$ cat src/rtl/uart_rx_fifo.sv
// rtl/uart_rx_fifo.sv - oversampled UART receiver with error detection and an output FIFO
module uart_rx_fifo #(
  parameter int CLOCK_FREQ = 50000000,
  parameter int BAUD_RATE  = 9600,
  parameter int OVERSAMPLE = 16,
  parameter int DATA_BITS  = 8,
  parameter int PARITY     = 0,
  parameter int STOP_BITS  = 1,
  parameter int FIFO_DEPTH = 4
) (
  input  logic                               clk,
  input  logic                               Rst,
  input  logic                               enable,
  input  logic                               Rx,
  output logic [DATA_BITS-1:0]               data_out,
  output logic                               data_valid,
  input  logic                               data_ready,
  output logic [$clog2(FIFO_DEPTH+1)-1:0]    fifo_count,
  output logic                               rx_busy,
  output logic                               parity_error,
  output logic                               framing_error,
  output logic                               break_detect,
  output logic                               overrun
);

  localparam int DIV_RAW = CLOCK_FREQ / (BAUD_RATE * OVERSAMPLE);
  localparam int DIV     = (DIV_RAW < 1) ? 1 : DIV_RAW;
  localparam int DW      = $clog2(DIV + 1);
  localparam int TW      = $clog2(OVERSAMPLE);
  localparam int BW      = $clog2(DATA_BITS + 1);
  localparam int AW      = $clog2(FIFO_DEPTH);
  localparam int CW      = $clog2(FIFO_DEPTH + 1);
  localparam int M       = OVERSAMPLE / 2;
  localparam logic [DW-1:0] DIV_LAST  = DW'(DIV - 1);
  localparam logic [TW-1:0] TICK_LAST = TW'(OVERSAMPLE - 1);
  localparam logic [TW-1:0] T_LO      = TW'(M - 1);
  localparam logic [TW-1:0] T_MID     = TW'(M);
  localparam logic [TW-1:0] T_HI      = TW'(M + 1);
  localparam logic [BW-1:0] BIT_LAST  = BW'(DATA_BITS - 1);
  localparam logic          STOP_LAST = 1'(STOP_BITS - 1);
  localparam logic          HAS_PAR   = (PARITY != 0);
  localparam logic          PAR_ODD   = (PARITY == 2);

  typedef enum logic [2:0] {S_IDLE, S_START, S_DATA, S_PARITY, S_STOP} state_t;

  state_t               state;
  logic                 rx_s1, rx_s2, rx_prev;
  logic [DW-1:0]        div_cnt;
  logic [TW-1:0]        tick_cnt;
  logic [BW-1:0]        bit_cnt;
  logic                 stop_cnt;
  logic                 samp0, samp1;
  logic [DATA_BITS-1:0] shreg;
  logic                 par_bit;
  logic                 stop_bad;
  logic                 done;
  logic                 frame_perr, frame_ferr, frame_brk;
  logic [DATA_BITS-1:0] mem [FIFO_DEPTH];
  logic [AW-1:0]        wr_ptr, rd_ptr;

  logic tick, start_edge, maj, full, pop, push;

  assign tick       = (div_cnt == DIV_LAST);
  assign start_edge = enable && rx_prev && !rx_s2;
  assign maj        = (samp0 & samp1) | (samp0 & rx_s2) | (samp1 & rx_s2);
  assign full       = (fifo_count == CW'(FIFO_DEPTH));
  assign data_valid = (fifo_count != '0);
  assign pop        = data_valid && data_ready;
  assign push       = done && !frame_perr && !frame_ferr && (!full || pop);
  assign data_out   = mem[rd_ptr];
  assign rx_busy    = (state != S_IDLE);

  // Two-flop synchroniser plus one history flop for falling-edge detection
  always_ff @(posedge clk or posedge Rst) begin
    if (Rst) begin
      rx_s1   <= 1'b1;
      rx_s2   <= 1'b1;
      rx_prev <= 1'b1;
    end else begin
      rx_s1   <= Rx;
      rx_s2   <= rx_s1;
      rx_prev <= rx_s2;
    end
  end

  // Oversampling tick divider, realigned to each detected start edge
  always_ff @(posedge clk or posedge Rst) begin
    if (Rst) begin
      div_cnt <= '0;
    end else if ((state == S_IDLE && start_edge) || tick) begin
      div_cnt <= '0;
    end else begin
      div_cnt <= div_cnt + DW'(1);
    end
  end

  // Receive FSM: majority-voted mid-bit sampling and frame assembly
  always_ff @(posedge clk or posedge Rst) begin
    if (Rst) begin
      state      <= S_IDLE;
      tick_cnt   <= '0;
      bit_cnt    <= '0;
      stop_cnt   <= 1'b0;
      samp0      <= 1'b1;
      samp1      <= 1'b1;
      shreg      <= '0;
      par_bit    <= 1'b0;
      stop_bad   <= 1'b0;
      done       <= 1'b0;
      frame_perr <= 1'b0;
      frame_ferr <= 1'b0;
      frame_brk  <= 1'b0;
    end else begin
      done <= 1'b0;
      if (!enable) begin
        state <= S_IDLE;
      end else if (state == S_IDLE) begin
        if (start_edge) begin
          state    <= S_START;
          tick_cnt <= '0;
          bit_cnt  <= '0;
          stop_cnt <= 1'b0;
          par_bit  <= 1'b0;
          stop_bad <= 1'b0;
        end
      end else if (tick) begin
        tick_cnt <= (tick_cnt == TICK_LAST) ? '0 : tick_cnt + TW'(1);
        if (tick_cnt == T_LO)  samp0 <= rx_s2;
        if (tick_cnt == T_MID) samp1 <= rx_s2;
        if (tick_cnt == T_HI) begin
          case (state)
            S_START: state <= maj ? S_IDLE : S_DATA;
            S_DATA: begin
              shreg <= {maj, shreg[DATA_BITS-1:1]};
              if (bit_cnt == BIT_LAST) begin
                bit_cnt <= '0;
                state   <= HAS_PAR ? S_PARITY : S_STOP;
              end else begin
                bit_cnt <= bit_cnt + BW'(1);
              end
            end
            S_PARITY: begin
              par_bit <= maj;
              state   <= S_STOP;
            end
            S_STOP: begin
              if (!maj) stop_bad <= 1'b1;
              if (stop_cnt == STOP_LAST) begin
                state      <= S_IDLE;
                done       <= 1'b1;
                frame_ferr <= stop_bad || !maj;
                frame_perr <= HAS_PAR && ((^shreg) ^ par_bit ^ PAR_ODD);
                frame_brk  <= (shreg == '0) && !par_bit && (stop_bad || !maj);
              end else begin
                stop_cnt <= 1'b1;
              end
            end
            default: state <= S_IDLE;
          endcase
        end
      end
    end
  end

  // Output FIFO and one-cycle status pulses on frame completion
  always_ff @(posedge clk or posedge Rst) begin
    if (Rst) begin
      for (int i = 0; i < FIFO_DEPTH; i++) mem[i] <= '0;
      wr_ptr        <= '0;
      rd_ptr        <= '0;
      fifo_count    <= '0;
      parity_error  <= 1'b0;
      framing_error <= 1'b0;
      break_detect  <= 1'b0;
      overrun       <= 1'b0;
    end else begin
      parity_error  <= done && frame_perr;
      framing_error <= done && frame_ferr;
      break_detect  <= done && frame_brk;
      overrun       <= done && !frame_perr && !frame_ferr && full && !pop;
      if (pop) rd_ptr <= rd_ptr + AW'(1);
      if (push) begin
        mem[wr_ptr] <= shreg;
        wr_ptr      <= wr_ptr + AW'(1);
      end
      fifo_count <= fifo_count + {{(CW-1){1'b0}}, push} - {{(CW-1){1'b0}}, pop};
    end
  end

endmodule

$ cat config.mk
export PLATFORM = sky130hd
export DESIGN_NAME = uart_rx_fifo
export DESIGN_NICKNAME = d
export VERILOG_FILES = /design/src/rtl/uart_rx_fifo.sv
export SDC_FILE = /design/constraint.sdc
export NUM_CORES = 1
export LEC_CHECK = 0
export ABC_CLOCK_PERIOD_IN_PS = 2400
export CAP_MARGIN = 20
export CORE_MARGIN = 2
export CORE_UTILIZATION = 37
export DETAILED_ROUTE_END_ITERATION = 10
export PLACE_DENSITY_LB_ADDON = 0.25
export SETUP_SLACK_MARGIN = 0.3
export SYNTH_ARGS = -nofsm -noshare
export SYNTH_HDL_FRONTEND = slang
export SYNTH_SLANG_ARGS = --single-unit
$ cat constraint.sdc
create_clock -name clk -period 2.4 [get_ports clk]
set_clock_uncertainty 0.1 [all_clocks]
set_input_delay 0.36 -clock clk [delete_from_list [all_inputs] [get_ports clk]]
set_output_delay 0.36 -clock clk [all_outputs]
set_load 0.02 [all_outputs]
Word-level counts from Yosys, hierarchy flattened
Cells that the tools add are included.
{"block": "classes", "n_addsub": 7, "n_lt_le_gt_ge": 3, "eq_ne": 18, "n_mux": 46, "bitwise": 9, "reduce_logical": 41}
{"op": "4-bit two-way mux", "n": 9}
{"op": "32-bit bitwise mux", "n": 1}
{"op": "5-bit AND reduction", "n": 5}
{"op": "8-bit two-way mux", "n": 3}
{"op": "1-bit two-way mux", "n": 21}
{"op": "3-bit two-way mux", "n": 7}
{"op": "8-bit binary-select mux with 2-bit select", "n": 1}
{"op": "8-bit demux with 2-bit select", "n": 1}
{"op": "1-bit logical AND", "n": 13}
{"op": "4-bit == test (second input constant)", "n": 3}
{"op": "3-bit one-hot mux with 4 select lines", "n": 1}
{"op": "6-bit AND reduction", "n": 2}
{"op": "2-bit nonzero test", "n": 5}
{"op": "9-bit by 1-bit adder with 9-bit output (second input constant)", "n": 1}
{"op": "9-bit == test (second input constant)", "n": 1}
{"op": "9-bit two-way mux", "n": 1}
{"op": "4-bit by 1-bit adder with 4-bit output (second input constant)", "n": 2}
{"op": "4-bit by 3-bit == test with 1-bit output (second input constant)", "n": 2}
{"op": "8-bit zero test", "n": 1}
{"op": "4-bit inequality test (second input constant)", "n": 2}
{"op": "4-bit AND reduction", "n": 2}
{"op": "3-bit by 2-bit == test with 1-bit output (second input constant)", "n": 2}
{"op": "3-bit == test (second input constant)", "n": 2}
{"op": "3-bit >= comparator (second input constant)", "n": 2}
{"op": "19 further kinds", "n": 34}
{"block": "totals", "register_bits": 81, "input_bits": 5, "output_inout_bits": 17}

Depth between registers and ports, before layout
Gate-level depths: netlist of run 1.
{"block": "depth", "ltp_word": 9, "depth_mapped": 11}

Least setup slack after synthesis of run 1
No wires, ideal clock.
{"block": "synth_timing", "kind": "register to register", "startpoint": "register fifo_count[1]", "endpoint": "register fifo_count[2]", "setup_ns": 0.133, "arrival_time_ns": 2.492, "t_required_ns": 2.167, "path_slack_ns": -0.324, "stages_incl_launch_ff": 12, "period_less_slack_ns": 2.724, "path_cell_list": "dfrtp_1 or4b_1 and3b_1 buf_2 inv_1 ha_1 inv_1 ha_1 inv_1 fa_1 xnor2_1 xnor2_1"}
{"block": "synth_between", "elab_chain_cells": 6}
{"element": "from (decl)", "line": "18", "text": "output logic [$clog2(FIFO_DEPTH+1)-1:0] fifo_count,"}
{"element": "from (signal assigned)", "line": "186", "text": "fifo_count <= fifo_count + {{(CW-1){1'b0}}, push} - {{(CW-1){1'b0}}, pop};"}
{"element": "3-bit == test or 3-bit nonzero test (tied branches)", "line": "66, 67"}
{"element": "1-bit zero test or 1-bit logical AND (tied branches)", "line": "69, 68"}
{"element": "1-bit logical OR", "line": "69", "text": "assign push = done && !frame_perr && !frame_ferr && (!full || pop);"}
{"element": "1-bit logical AND", "line": "69"}
{"element": "3-bit by 1-bit adder with 3-bit output", "line": "186"}
{"element": "3-bit by 1-bit subtractor with 3-bit output (*)", "line": "186"}
Every way passes the cells marked *; elsewhere a longest branch is shown, timed or not.
A chain may end at the register's enable or synchronous reset.

Worst setup path in the final report of run 1
{"block": "layout_timing", "startpoint": "register fifo_count[0]", "endpoint": "register fifo_count[2]"}
Same word-level chain as after synthesis.

==> results of run 1 <==
[what timing repair did]
item                                   CTS  global route
setup endpoints to repair               40            56
buffers inserted                         3             5
gates resized for setup                 47            47
pin swaps                                8             8
endpoints found under the hold margin    0             0
[metrics by stage]
step                hold slack, ps  cell area (um^2)  instances
global route                   231              4680        474
floorplan                      245              3740        288
CTS                            261              4460        469
global placement               246              4210        450
finish                         222              4680        474
detailed placement             249              4210        450
[per-layer routing]
metal,vias to the layer above,part of all wire [%],global-route usage [%],wire length (um)
met5,-,0,0,0
met2,35,51,22.9,3510
met1,1182,46,16.6,3170
li1,1117,-,-,-
met4,0,0.55,4.15,38
met3,4,3.1,3.70,216
[critical path, cell delays in order, from the launching register on]
cell	delay (ps)
dfrtp_2	420
or4b_4	520
and3b_1	200
inv_1	50
ha_1	210
inv_1	50
ha_1	130
inv_1	50
fa_2	350
xnor2_2	140
xnor2_1	120
[registers in the layout, indices dropped and copies added (netlist names), 2 cells and up]
name and count:
mem 32, div_cnt 9, wr_ptr 2, tick_cnt 4
shreg 8, state 3, bit_cnt 4, fifo_count 3
rd_ptr 2
[report_power, final]
part / total [uW] / internal, uW / switching (uW)
Clock: 1020 / 493 / 527
Combinational: 218 / 96.4 / 122
Sequential: 1460 / 1400 / 56.1
Total: 2700 / 1990 / 705
[cells in the final DEF (no fill, tap or decap), drive strengths merged, types with 3 or more instances in the layout]
cell type and instances:
clkbuf 9, a21o 3, nand3 8, mux2i 3, a21oi 3, mux2 43
o21ai 16, ha 12, inv 16, nand2 17, nand3b 5, mux4 8
nor2b 4, dfrtp 75, buf 30, xnor2 8, nor2 17, xor2 4
nor3 5, and2 4, clkinvlp 3, clkdlybuf4s50 9, dfstp 5
[final cells by class]
cell class,count,area share [%]
inverter,14,1.20
multi-input combinational,189,40.0
clock inverter,7,1.69
clock buffer,9,2.65
tap,133,3.56
sequential,80,43.0
timing repair buffer,42,7.87
[path summary, 6_finish.rpt]
kind,end,startpoint,cells after the start,slack [ps]
max,fifo_count[2],fifo_count[0],10,-50
min,overrun,data_ready,3,220
max reg2reg,fifo_count[2],fifo_count[0],10,-50
min reg2reg,rx_s2,rx_s1,0,260
max in group asynchronous,samp1,Rst,3,1470
min in group asynchronous,mem[19],Rst,3,360
[cell families (layout without fill, tap and decap cells)]
kind of cell	count (synthesis)	in the layout	synth area share [%]
other	1	1	0.101
buffers and inverters	19	72	2.08
AOI/OAI and AO/OA	29	29	4.73
xor gates and xnor gates	12	12	2.82
muxes	54	54	18.6
and+or+nand+nor	79	79	12.9
DFF	80	80	53.9
adders and majority gates	14	14	4.83
==> flow_summary.yaml, run 1 <==
outcome:
  status: "finished with violations"
  violations: "setup timing"
hold_path:
  hold_path.class: "input port to register"
pwr:
  power_uw: 2700
  ir_drop_uv: 433
  power_density_nw_per_um2: 576
  p_leak_uw: 0.00227
sta:
  slew_violations: 0
  max_freq_ghz: 0.408
  layout_min_cycle_time_ps: 2450
  worst_slew_pin_slew_ps: 641
  post-route-period-util_pct: 102
  slew_headroom_pct: 57.0
  finalHoldViolCount: 0
  setup_ws_ps: -51.0
  setup_viol: 1
  grt_setup_unrepaired: "yes"
  fin_tns_setup_ps: -51.0
final_layout:
  nets: 354
  fin_util_pct: 47.8
  diodes: 0
  multi_input_area_um2: 1870
  regArea_um2: 2010
  syn2layout_area_growth_pct: 25.5
  final_layout_size_suffix_gt1_share_pct: 37.0
  fillerInstances: 900
clock_network:
  postCtsHoldBufs: 0
  cts_sinks: 80
  clk_path_buf_depth: 2
  cts_buffers: 9
  cts_max_level: 3
  root_buffer: "clkbuf_8"
  clkTransAtPathRegs_ps: 80
  tritoncts: "yes"
  clk_latency_ps: 360
worst_setup_path:
  cp.required_ps: 2540
  crit_path_start_kind: "register"
  worstSetupPathType: "register to register"
  endpoint_kind: "register"
  cp.arrival_ps: 2590
  crit_fanout: 3
route:
  wl_per_cell_um: 14.6
  wirelength_um: 6940
  drt_iter0_drc: 73
  vias_per_cell: 4.93
  vias: 2338
  antenna_left: 0
  drt_first_pass_iters: 4
  drc: 0
synthesis:
  synth.avg_cell_area_um2: 12.9
  synthArstFlopShare_pct: 100
  synth_edf_count: 0
  synth.largest_area_cell: "dfrtp_1"
  yosysMostFrequentCell: "dfrtp_1"
  ys_top_cells_by_area: "dfrtp_1 (50%), mux2_2 (13%), mux4_2 (4.8%), ha_1 (4.0%), dfstp_2 (3.5%)"
  synth_cells: 288
  synth.top_cell.area_share_pct: 50.4
  syn_nets: 306
  synth_area_um2: 3730
  synth_warnings: 0
  synth_common_cells: "dfrtp_1 (75), mux2_2 (43), nor2_1 (17)"
  ys.flop_type: "dfrtp_1"
  ys_seq_elements: 80
  yosysSeqAreaShare_pct: 53.9
  yosys.cell_types.count: 51
floorplan:
  die_area_um2: 10900
  die_width_um: 104
  start_util_pct: 38.1
  core_area_um2: 9770
  ios: 22
  die_h_um: 104
  rows: 36
placed_design:
  hpwl_um: 4420
  place.gp.congestion: 0.813
  io_buffers: 20
  place_ws_ps: -487
global_routing:
  grt-ovfl-total: 0
  grt_max_degree: 81
  grt_pass1_wl_um: 11800
  grt_usage_pct: 13.5
  antenna_found_initial: 0
  grt_pass1_vias: 2443
run:
  max_cap_viol_count: 0
(Power assumes the default switching activity.)
==> run 2, diff against run 1 <==
Settings changed: ABC_CLOCK_PERIOD_IN_PS 2400 to default.
==> results of run 2 <==
Final layout, timing and power as in run 1 (identical DEF).
==> run 3, diff against run 2 <==
Settings changed: PLACE_DENSITY_LB_ADDON 0.25 to default.
==> run 3 against run 2 <==
The flow still finishes with violations (setup timing). Total power fell by 3.0%. Final cell count rose by 0.21%. Worst setup slack improved by 8.6 ps. Die area did not move. Utilization rose by 0.28 points. Critical endpoint unchanged.
==> flow_summary.yaml, run 3 (synthesis gave the netlist of run 1 again) <==
outcome:
  status: "finished with violations"
  violations: "setup timing"
sta:
  slew_violations: 0
  max_freq_ghz: 0.409
  setup_ws_ps: -42.3
  grt_setup_unrepaired: "yes"
  setup_viol: 1
  finalHoldViolCount: 0
  slew_headroom_pct: 60.7
  layout_min_cycle_time_ps: 2440
  post-route-period-util_pct: 102
  worst_slew_pin_slew_ps: 586
route:
  vias: 2354
  vias_per_cell: 4.96
  wl_per_cell_um: 15.1
  antenna_left: 0
  drt_first_pass_iters: 4
  drc: 0
  drt_iter0_drc: 70
  wirelength_um: 7200
floorplan:
  start_util_pct: 38.1
  die_width_um: 104
  rows: 36
  ios: 22
  core_area_um2: 9770
  die_h_um: 104
  die_area_um2: 10900
hold_path:
  min_path_cells: 0
  hold_path.class: "register to register"
final_layout:
  diodes: 0
  nets: 355
  regMostFlops: "mem"
  layout.cells.non_filler: 475
  syn2layout_area_growth_pct: 26.2
  stdcell_area_um2: 4700
  largest_reg_flops: 32
  layout_commonest_cell: "dfrtp_1"
  layout_common_cells: "dfrtp_1 (72), mux2_4 (33), buf_4 (17)"
  final_layout_size_suffix_gt1_share_pct: 36.0
  biggestRegsByFlops: "mem x32, div_cnt x9, shreg x8"
clock_network:
  clk_path_buf_depth: 2
  cts_max_level: 3
  clkTransAtPathRegs_ps: 80
  postCtsHoldBufs: 0
  cts_buffers: 9
  cts_sinks: 80
  root_buffer: "clkbuf_8"
  tritoncts: "yes"
  clk_latency_ps: 350
placed_design:
  hpwl_um: 4780
  placedCellCount: 452
  place_ws_ps: -475
  place.gp.congestion: 0.786
  dpl_cell_area_um2: 4210
  io_buffers: 20
global_routing:
  grt_usage_pct: 13.9
  grt_pass1_vias: 2413
  grt_pass1_wl_um: 12000
  antenna_found_initial: 0
  grt_max_degree: 38
  grt-ovfl-total: 0
worst_setup_path:
  ff2ff_setup_slack_ps: -40
  r2r_cells: 10
  cp.required_ps: 2540
  crit_fanout: 2
  endpoint_kind: "register"
  cp.arrival_ps: 2580
  worstSetupPathType: "input port to register"
  crit_path_start_kind: "input port"
pwr:
  power_density_nw_per_um2: 556
  ir_drop_uv: 538
  p_leak_uw: 0.00227
run:
  max_cap_viol_count: 0
==> run 3: cell types whose count changed in the layout (fill, tap and decap cells not counted), sizes merged <==
cell	previous run	this run
clkbuf	9	13
inv	16	14
buf	30	31
bufinv	1	0
clkdlybuf4s15	1	0
clkdlybuf4s50	9	10
clkinv	1	0
dlygate4sd2	1	2
dlymetal6s2s	1	0
==> run 3: metal layers <==
layer | share of wire (%) | GRT usage (%) | up-vias
li1 | - | - | 1120
met1 | 46 | 18.4 | 1196
met2 | 50 | 22.4 | 28
met3 | 2.3 | 3.26 | 10
met4 | 1.1 | 4.92 | 0
met5 | 0 | 0 | -
==> run 3: cell type report <==
class / count / area, um^2
inverter: 14 / 56.3
clock buffer: 13 / 169
sequential: 80 / 2010
clock inverter: 3 / 23.8
multi-input combinational: 189 / 1860
timing repair buffer: 43 / 414
tap: 133 / 166
fill: 883 / 5070
==> run 3: report_power, final <==
part	total [uW]	switching [uW]	internal (uW)
clock	950	485	465
combinational	201	114	87.1
sequential	1460	61.9	1400
total	2610	661	1950
==> run 3: worst max-delay path, cell delays in order <==
cell	delay, ps
clkdlybuf4s50_1	410
or4b_1	520
and3b_1	190
inv_1	50
ha_1	210
inv_1	50
ha_1	120
inv_1	50
fa_2	340
xnor2_2	140
xnor2_1	130
==> run 3: stage by stage <==
| stage | utilization [%] | hold WS [ps] | power [uW] | TNS [ps] |
|---|---|---|---|---|
| final | 48.1 | 258 | 2610 | -42.3 |
| after global routing | 48.1 | 261 | 2740 | -164 |
| after CTS | 46.0 | 260 | 2650 | -72.9 |
| after detailed placement | 43.0 | 248 | 1690 | -3180 |
| after global placement | 43.0 | 246 | 1680 | -2370 |
| after floorplan | - | 245 | 1620 | -249 |
==> run 3: path summary, 6_finish.rpt <==
| check | startpoint | end |
|---|---|---|
| max reg2reg | fifo_count[0] | fifo_count[2] |
| min reg2reg | rx_s1 | rx_s2 |
| max in group asynchronous | Rst | rx_prev |
| min in group asynchronous | Rst | mem[11] |
| max | data_ready | fifo_count[2] |
| min | rx_s1 | rx_s2 |
==> run 3: timing repair <==
item	4_1_cts	5_1_grt
gates resized for setup	55	50
setup buffers	5	2
pin swaps	10	11
endpoints found under the setup margin	30	60
